File: config.mk
export PLATFORM = sky130hd
export DESIGN_NAME = fetch_stage
export DESIGN_NICKNAME = d
export VERILOG_FILES = /design/src/rtl/riskbes_pkg.sv /design/src/rtl/fetch_fifo.sv /design/src/rtl/fetch_stage.sv
export SDC_FILE = /design/constraint.sdc
export NUM_CORES = 1
export LEC_CHECK = 0
export ABC_AREA = 1
export BUFFER_PORTS_ARGS = -buffer_cell sky130_fd_sc_hd__buf_2
export CAP_MARGIN = 15
export CORE_UTILIZATION = 54
export CTS_BUF_LIST = sky130_fd_sc_hd__clkbuf_16
export DETAILED_ROUTE_END_ITERATION = 8
export HOLD_SLACK_MARGIN = 0.03
export PLACE_DENSITY = 0.8
export SYNTH_ARGS = -nofsm -noshare
export SYNTH_HDL_FRONTEND = slang
export SYNTH_SLANG_ARGS = --single-unit
File: constraint.sdc
create_clock -name clk_i -period 5.6 [get_ports clk_i]
set_input_delay 0.28 -clock clk_i [delete_from_list [all_inputs] [get_ports clk_i]]
set_output_delay 0.28 -clock clk_i [all_outputs]
set_load 0.02 [all_outputs]
File: src/rtl/riskbes_pkg.sv
// -----------------------------------------------------------------------------
// riskbes_pkg
// Shared definitions for the fetch front end: data widths, the instruction
// word address width used by instr_cache, the canonical NOP encoding, the
// default reset PC and the prefetch FIFO entry layout.
// -----------------------------------------------------------------------------
package riskbes_pkg;

   localparam int unsigned XLEN             = 32;
   localparam int unsigned IADDR_W          = 29;
   localparam logic [31:0] NOP_INSTR        = 32'h0000_0013;
   localparam logic [31:0] RESET_PC_DEFAULT = 32'h0000_0000;

   // One prefetched instruction together with the PC it was fetched from.
   typedef struct packed {
      logic [31:0] instr;
      logic [31:0] pc;
   } fetch_entry_t;

endpackage

File: src/rtl/fetch_fifo.sv
// -----------------------------------------------------------------------------
// fetch_fifo
// Small synchronous prefetch FIFO holding fetch_entry_t records.
// Ports:
//   clk_i, rst_i  clock, asynchronous active-high reset
//   push_i        write wdata_i at the tail (a push into a full FIFO is only
//                 legal together with pop_i)
//   pop_i         drop the head entry
//   flush_i       discard every entry; overrides push_i and pop_i
//   wdata_i       entry to write
//   head_o        head entry, all-zero while the FIFO is empty
//   count_o       number of valid entries (0..DEPTH)
// -----------------------------------------------------------------------------
module fetch_fifo
   import riskbes_pkg::*;
#(
   parameter int unsigned DEPTH = 2,
   localparam int unsigned PTR_W = $clog2(DEPTH),
   localparam int unsigned CNT_W = $clog2(DEPTH + 1)
) (
   input  logic               clk_i,
   input  logic               rst_i,
   input  logic               push_i,
   input  logic               pop_i,
   input  logic               flush_i,
   input  fetch_entry_t       wdata_i,
   output fetch_entry_t       head_o,
   output logic [CNT_W-1:0]   count_o
);

   fetch_entry_t            mem_q [DEPTH];
   logic [PTR_W-1:0]        wr_ptr_q, wr_ptr_d;
   logic [PTR_W-1:0]        rd_ptr_q, rd_ptr_d;
   logic [CNT_W-1:0]        count_q,  count_d;

   // Pointers wrap explicitly so that non-power-of-two depths work.
   function automatic logic [PTR_W-1:0] next_ptr(input logic [PTR_W-1:0] p);
      if (p == PTR_W'(DEPTH - 1)) begin
         return {PTR_W{1'b0}};
      end else begin
         return p + PTR_W'(1);
      end
   endfunction

   // Next-state for pointers and occupancy; flush wins over push/pop.
   always_comb begin
      wr_ptr_d = wr_ptr_q;
      rd_ptr_d = rd_ptr_q;
      count_d  = count_q;
      if (flush_i) begin
         wr_ptr_d = {PTR_W{1'b0}};
         rd_ptr_d = {PTR_W{1'b0}};
         count_d  = {CNT_W{1'b0}};
      end else begin
         if (push_i) begin
            wr_ptr_d = next_ptr(wr_ptr_q);
         end else begin
            wr_ptr_d = wr_ptr_q;
         end
         if (pop_i) begin
            rd_ptr_d = next_ptr(rd_ptr_q);
         end else begin
            rd_ptr_d = rd_ptr_q;
         end
         case ({push_i, pop_i})
            2'b10:   count_d = count_q + CNT_W'(1);
            2'b01:   count_d = count_q - CNT_W'(1);
            default: count_d = count_q;
         endcase
      end
   end

   // Pointer and occupancy registers.
   always_ff @(posedge clk_i or posedge rst_i) begin
      if (rst_i) begin
         wr_ptr_q <= {PTR_W{1'b0}};
         rd_ptr_q <= {PTR_W{1'b0}};
         count_q  <= {CNT_W{1'b0}};
      end else begin
         wr_ptr_q <= wr_ptr_d;
         rd_ptr_q <= rd_ptr_d;
         count_q  <= count_d;
      end
   end

   // Entry storage; contents need no reset because the head is masked when empty.
   // When full, push+pop writes the slot being vacated by the head this cycle.
   always_ff @(posedge clk_i) begin
      if (push_i && !flush_i) begin
         mem_q[wr_ptr_q] <= wdata_i;
      end
   end

   assign head_o  = (count_q != {CNT_W{1'b0}}) ? mem_q[rd_ptr_q] : fetch_entry_t'({64{1'b0}});
   assign count_o = count_q;

endmodule

File: src/rtl/fetch_stage.sv
// -----------------------------------------------------------------------------
// fetch_stage
// Instruction fetch: owns the PC, reads instr_cache combinationally, buffers
// {instr, pc} in a prefetch FIFO and hands entries to decode with valid/ready.
// A redirect from execute flushes the FIFO and restarts fetch at the target.
// Optional build macro FETCH_PERF_EN adds fetch/flush event counters.
// Ports:
//   clk_i, rst_i       clock, asynchronous active-high reset
//   fetch_en_i         allow new fetches (buffered entries still drain)
//   cache_addr_o       word address to instr_cache (pc_q[30:2])
//   cache_data_i       instruction word for cache_addr_o, same cycle
//   redirect_i         one-cycle redirect request
//   redirect_pc_i      redirect target, low two bits ignored
//   instr_valid_o      head valid for decode (suppressed during redirect)
//   instr_ready_i      decode accepts the head
//   instr_o            head instruction (0 when empty)
//   instr_pc_o         head PC (0 when empty)
//   fetch_count_o      [FETCH_PERF_EN] instructions handed to decode
//   flush_count_o      [FETCH_PERF_EN] redirects that discarded entries
// -----------------------------------------------------------------------------
module fetch_stage
   import riskbes_pkg::*;
#(
   parameter logic [31:0] RESET_PC   = RESET_PC_DEFAULT,
   parameter int unsigned FIFO_DEPTH = 2
) (
   input  logic                clk_i,
   input  logic                rst_i,
   input  logic                fetch_en_i,
   output logic [IADDR_W-1:0]  cache_addr_o,
   input  logic [XLEN-1:0]     cache_data_i,
   input  logic                redirect_i,
   input  logic [XLEN-1:0]     redirect_pc_i,
`ifdef FETCH_PERF_EN
   output logic [31:0]         fetch_count_o,
   output logic [31:0]         flush_count_o,
`endif
   output logic                instr_valid_o,
   input  logic                instr_ready_i,
   output logic [XLEN-1:0]     instr_o,
   output logic [XLEN-1:0]     instr_pc_o
);

   localparam int unsigned CNT_W = $clog2(FIFO_DEPTH + 1);

   logic [XLEN-1:0]   pc_q, pc_d;
   logic [CNT_W-1:0]  count_s;
   logic              pop_s;
   logic              push_s;
   fetch_entry_t      head_s;
   fetch_entry_t      wdata_s;

   // Valid is masked during a redirect so decode can never take a stale head.
   assign instr_valid_o = (count_s != {CNT_W{1'b0}}) & ~redirect_i;
   assign pop_s         = instr_valid_o & instr_ready_i;
   // A full FIFO can still accept when the head leaves in the same cycle.
   assign push_s        = fetch_en_i & ~redirect_i &
                          ((count_s < CNT_W'(FIFO_DEPTH)) | pop_s);

   assign cache_addr_o  = pc_q[30:2];
   assign wdata_s.instr = cache_data_i;
   assign wdata_s.pc    = pc_q;
   assign instr_o       = head_s.instr;
   assign instr_pc_o    = head_s.pc;

   // PC next-state: redirect first, then sequential advance on a push.
   always_comb begin
      pc_d = pc_q;
      if (redirect_i) begin
         pc_d = redirect_pc_i & 32'hFFFF_FFFC;
      end else if (push_s) begin
         pc_d = pc_q + 32'd4;
      end else begin
         pc_d = pc_q;
      end
   end

   // Program counter register.
   always_ff @(posedge clk_i or posedge rst_i) begin
      if (rst_i) begin
         pc_q <= RESET_PC;
      end else begin
         pc_q <= pc_d;
      end
   end

   fetch_fifo #(
      .DEPTH   (FIFO_DEPTH)
   ) u_fifo (
      .clk_i   (clk_i),
      .rst_i   (rst_i),
      .push_i  (push_s),
      .pop_i   (pop_s),
      .flush_i (redirect_i),
      .wdata_i (wdata_s),
      .head_o  (head_s),
      .count_o (count_s)
   );

`ifdef FETCH_PERF_EN
   logic [31:0] fetch_count_q;
   logic [31:0] flush_count_q;

   // Event counters; both wrap naturally at 2^32.
   always_ff @(posedge clk_i or posedge rst_i) begin
      if (rst_i) begin
         fetch_count_q <= 32'd0;
         flush_count_q <= 32'd0;
      end else begin
         if (pop_s) begin
            fetch_count_q <= fetch_count_q + 32'd1;
         end
         if (redirect_i && (count_s != {CNT_W{1'b0}})) begin
            flush_count_q <= flush_count_q + 32'd1;
         end
      end
   end

   assign fetch_count_o = fetch_count_q;
   assign flush_count_o = flush_count_q;
`endif

endmodule

======== Word-level counts from Yosys, hierarchy flattened ========
Memory sizes are Yosys's and may differ from the RTL's.
Index checks and enable logic that the tools add are counted.
word-level totals
  bits in registers ....................... 36
  bits in writable memories ............... 128
  input port bits ......................... 69
  memories kept ........................... 1
operators by class
  add/subtract/negate cells ............... 5
  magnitude comparators ................... 1
  equal/unequal tests ..................... 2
  mux-type cells .......................... 13
  bitwise logic cells ..................... 6
  reduce and logical (&&, ||, !) cells .... 6
memory list
  name          words  bits a word  rd ports  clocked after Yosys merged registers in  write ports  RTL line          text
  u_fifo.mem_q  2      64           1         0                                        1            fetch_fifo.sv:31  fetch_entry_t mem_q [DEPTH];
operator list
  kind                                                                 count
  32-bit two-way mux                                                   2
  64-bit two-way mux                                                   1
  32-bit by 3-bit adder with 32-bit output (second input constant)     1
  1-bit two-way mux                                                    8
  2-bit nonzero test                                                   3
  1-bit AND                                                            4
  2-bit one-hot mux with 2 select lines                                1
  3-bit nonzero test                                                   1
  1-bit adder (second input constant)                                  2
  2-bit by 1-bit adder with 2-bit output (second input constant)       1
  2-bit by 1-bit == test with 1-bit output (second input constant)     1
  2-bit == test (second input constant)                                1
  2-bit < comparator (second input constant)                           1
  2-bit two-way mux                                                    1
  2-bit by 1-bit subtractor with 2-bit output (second input constant)  1
  1-bit logical AND                                                    1
  1-bit zero test                                                      1
  1-bit NOT                                                            1
  1-bit OR                                                             1

======== Depth between registers and ports, before layout ========
  depth after elaboration ................. 8
  mapped depth ............................ 10
  mapped depth without buffers ............ 10

======== Cells and area by module ========
Synthesis repeated with hierarchy kept, for this count alone.
second synthesis, totals
  cells, all modules ...................... 757
  area, all modules ....................... 7,487.2 µm²
modules (own cells, without submodules)
  module       times used  cells each  area each (µm²)  seq. area each (µm²)
  fetch_fifo   1           373         4,989.8          3,943.8
  fetch_stage  1           384         2,497.4          750.7

======== Worst setup path after synthesis ========
OpenSTA, ideal clock, no wires.
  path type ............................... in2reg
  start ................................... input redirect_i
  end ..................................... memory u_fifo.mem_q[0][10] (netlist name) (enable)
  setup time .............................. 0.483 ns
  arrival ................................. 3.510 ns
  data required time ...................... 5.117 ns
  setup slack ............................. 1.607 ns
  stages on the path ...................... 6
  path through ............................ buf_6 > inv_2 > nand2_2 > a21oi_4 > inv_1 > nor2_1
on the way
  word-level cells in the longest chain between the ends .. 8
RTL lines
  element                                    RTL line                              text
  start, declared                            fetch_stage.sv:32                     input logic redirect_i,
  1-bit NOT                                  fetch_stage.sv:54, fetch_stage.sv:57
  1-bit AND                                  fetch_stage.sv:54                     assign instr_valid_o = (count_s != {CNT_W{1'b0}}) & ~redirect_i;
  1-bit AND                                  fetch_stage.sv:55                     assign pop_s = instr_valid_o & instr_ready_i;
  1-bit OR                                   fetch_stage.sv:58                     ((count_s < CNT_W'(FIFO_DEPTH)) | pop_s);
  1-bit AND                                  fetch_stage.sv:57                     assign push_s = fetch_en_i & ~redirect_i &
  1-bit logical AND *                        fetch_fifo.sv:89                      if (push_i && !flush_i) begin
  1-bit two-way mux *                        fetch_fifo.sv:89
  1-bit two-way mux (not written as such) *  fetch_fifo.sv:90                      mem_q[wr_ptr_q] <= wdata_i;
  end, declared                              fetch_fifo.sv:31
Mark *: on every way between the ends. The rest lies on a longest branch, timed or not.

======== Final worst setup path ========
  start ................................... register u_fifo.count_q[1] (netlist: u_fifo.count_o[1])
  end ..................................... memory u_fifo.mem_q[1][14] (netlist name) (enable)
on the way
  word-level cells in the longest chain between the ends .. 8
RTL lines
  element                                    RTL line           text
  start, declared                            fetch_fifo.sv:34   logic [CNT_W-1:0] count_q, count_d;
  start signal, assigned                     fetch_fifo.sv:78   count_q <= {CNT_W{1'b0}};
  start signal, assigned                     fetch_fifo.sv:82   count_q <= count_d;
  2-bit nonzero test                         fetch_stage.sv:54
  1-bit AND                                  fetch_stage.sv:54
  1-bit AND                                  fetch_stage.sv:55
  1-bit OR *                                 fetch_stage.sv:58
  1-bit AND *                                fetch_stage.sv:57
  1-bit logical AND *                        fetch_fifo.sv:89
  1-bit two-way mux *                        fetch_fifo.sv:89
  1-bit two-way mux (not written as such) *  fetch_fifo.sv:90
Marked as above.

==> flow_summary.json <==
{
  "worst_hold_path_type": "primary input to register",
  "fin_util_pct": 64.9,
  "crit_path_start_kind": "register",
  "power.total_mw": 2.97,
  "area_growth_pct": 17.6,
  "hpwl_mm": 10.3,
  "ir_drop_mv": 0.187,
  "synth_warnings": 0,
  "hold_viol_final": 0,
  "fin_ws_ns": 2.48,
  "cts.sink_count": 158,
  "via_count": 5542,
  "cts_tree": "yes",
  "arrival_ns": 3.17,
  "clk_pin_slew_ns": 0.06,
  "yosysUniqueCellTypes": 29,
  "die_width_um": 118,
  "wl_mm": 16.0,
  "fmax_mhz": 320,
  "synth_most_common_cell": "nand2_1",
  "place_congestion": 0.972,
  "overflow": 0,
  "clockBufferDepth": 2,
  "cellPowerDensity_nw_per_um2": 347,
  "min_period_ns": 3.12,
  "clock_latency_ns": 0.41,
  "die_area_um2": 14000,
  "wl_per_cell_um": 14.8,
  "synth_ff_type": "edfxtp_1",
  "syn_area_um2": 7280,
  "synth_common_cells": "nand2_1, edfxtp_1, a21oi_1",
  "finalNetCount": 964,
  "tns_ns": 0,
  "die_y_um": 118,
  "cp_data_required_time_ns": 5.64,
  "ctsHtreeMaxLevel": 4,
  "worst_pin_slew_ns": 1.12,
  "rsz0062_at_grt": "no",
  "criticalPathCategory": "register to register",
  "diodes": 0,
  "maxCapViolations": 0,
  "grt_first_pass_wirelength_mm": 26.0,
  "drt-initial-drc-count": 598,
  "async_flop_share_pct": 21.5,
  "drt-pass1-iter-count": 5,
  "fp.coreArea_um2": 13200,
  "status": "finished, final reports clean",
  "setup_violations": 0,
  "cts-root-buf": "clkbuf_16",
  "ant_nets": 0,
  "num_rows": 42,
  "antenna_found_initial": 0,
  "cts_buffers": 17,
  "yosysTopAreaCellShare_pct": 51.1,
  "synth_edf_count": 124,
  "slew_viol_final": 0,
  "synth_seq_cells": 158,
  "hold_ws_ns": 0.0555,
  "critPathCaptureType": "register",
  "yosysSeqAreaShare_pct": 62.8,
  "final.setup_skew_ns": 0.0102,
  "io_buffers": 158,
  "critPathMaxFanout": 43,
  "slowest_delay_ns": 0.67,
  "p_leak_nw": 3.74,
  "avgSynthCellArea_um2": 9.48,
  "ios": 163,
  "fillers": 1076,
  "track_usage_pct": 24.2,
  "grt_max_degree": 65,
  "synth_area_leaders": "edfxtp_1, nand2_1, dfrtp_1",
  "grt_pass1_vias": 5318,
  "drc": 0,
  "slew_headroom_pct": 25.5,
  "vias_per_cell": 5.13,
  "start_util_pct": 55.2,
  "syn_inst": 768,
  "post-route-period-util_pct": 55.8,
  "dp_slack_ns": 2.14,
  "post_cts_buffers": 0,
  "synth_largest_area_cell": "edfxtp_1",
  "drive_above_1_share_pct": 22.3,
  "cp_slowest_cell": "a21oi_4",
  "worstPathCellList": "a21oi_4, inv_1, nor2_4, buf_4"
}
[where the power goes]
group	switching, mW	leakage, nW	total, mW	internal [mW]
sequential	0.0739	1.55	1.43	1.36
combinational	0.318	1.92	0.459	0.141
clock	0.438	0.271	1.08	0.645
[layout by cell type (no fill, tap or decap), types with 2 or more instances in the layout]
cell          n
nand2_1     315
buf_2       158
edfxtp_1    124
a21oi_1      63
nor2_1       51
inv_1        47
dfrtp_1      33
nand3_1      26
clkbuf_16    17
xor2_1        9
o21ai_0       8
o21ai_1       6
o211ai_1      6
xnor2_1       5
buf_4         5
nor2_4        4
clkinvlp_4    4
o21bai_1      3
inv_2         2
nor2_2        2
conb_1        2
bufinv_16     2
clkinv_2      2
[flip-flops by register name, indices dropped and copies added (netlist names)]
| name | count |
|---|---|
| u_fifo.mem_q | 124 |
| pc_q | 30 |
| u_fifo.count_o | 2 |
| u_fifo.rd_ptr_q | 1 |
| u_fifo.wr_ptr_q | 1 |
[stage by stage]
step | cells | instance area, um^2
floorplan | 769 | 7290
global placement | 1050 | 8000
detailed placement | 1050 | 8000
CTS | 1081 | 8570
global route | 1081 | 8570
finish | 1081 | 8570
[path summary, 6_finish.rpt]
check,start,to,slack (ns),depth (start not counted)
setup reg to reg,u_fifo.count_o[1]$_DFFE_PP0P_,u_fifo.mem_q[1][14]$_DFFE_PP_,2.48,4
min in group asynchronous,rst_i,pc_q[3]$_DFFE_PP0P_,0.52,4
hold reg to reg,pc_q[31]$_DFFE_PP0P_,u_fifo.mem_q[0][31]$_DFFE_PP_,0.52,0
hold / removal,cache_data_i[5],u_fifo.mem_q[1][37]$_DFFE_PP_,0.06,1
max in group asynchronous,rst_i,u_fifo.rd_ptr_q$_DFFE_PP0P_,4.74,4
setup / recovery,u_fifo.count_o[1]$_DFFE_PP0P_,u_fifo.mem_q[1][14]$_DFFE_PP_,2.48,4
[kinds of logic after synthesis]
group	after synthesis	synth area share, %
other	1	0.0515
flip-flops	158	62.8
AND/OR/NAND/NOR	401	21.4
adder cells (fa/ha/maj)	1	0.172
buffers and inverters	105	7.30
AO/OA/AOI/OAI	88	6.53
XOR/XNOR	14	1.68
[worst max-delay path, delay by kind of cell (launching register included)]
family	cells	cell delay [ns]
simple gates	1	0.56
flops	1	0.46
compound gates	1	0.67
buf+inv	2	1.01
[layer usage]
layer	share of wire [%]	global-route usage, %	vias up	wire length [um]
met4	2.3	10.8	0	364
met3	6.4	5.62	30	1030
met1	43	31.0	2584	6830
met5	0	0	-	0
li1	-	-	2731	-
met2	49	39.4	197	7810
[cell type report]
| class | instances | area (um^2) | area share (%) |
|---|---|---|---|
| Clock buffer | 17 | 425 | 4.97 |
| Clock inverter | 13 | 129 | 1.50 |
| Inverter | 47 | 179 | 2.09 |
| Multi-Input combinational cell | 506 | 2200 | 25.7 |
| Sequential cell | 158 | 4580 | 53.4 |
| Tap cell | 176 | 220 | 2.57 |
| Timing Repair Buffer | 164 | 838 | 9.79 |
[repair_timing]
| action | 4_1_cts | 5_1_grt |
|---|---|---|
| hold buffers | 1 | 0 |
| resized for setup | 0 | 0 |
| endpoints found under the hold margin | 34 | 0 |
Power figures use the tool's default switching activity.
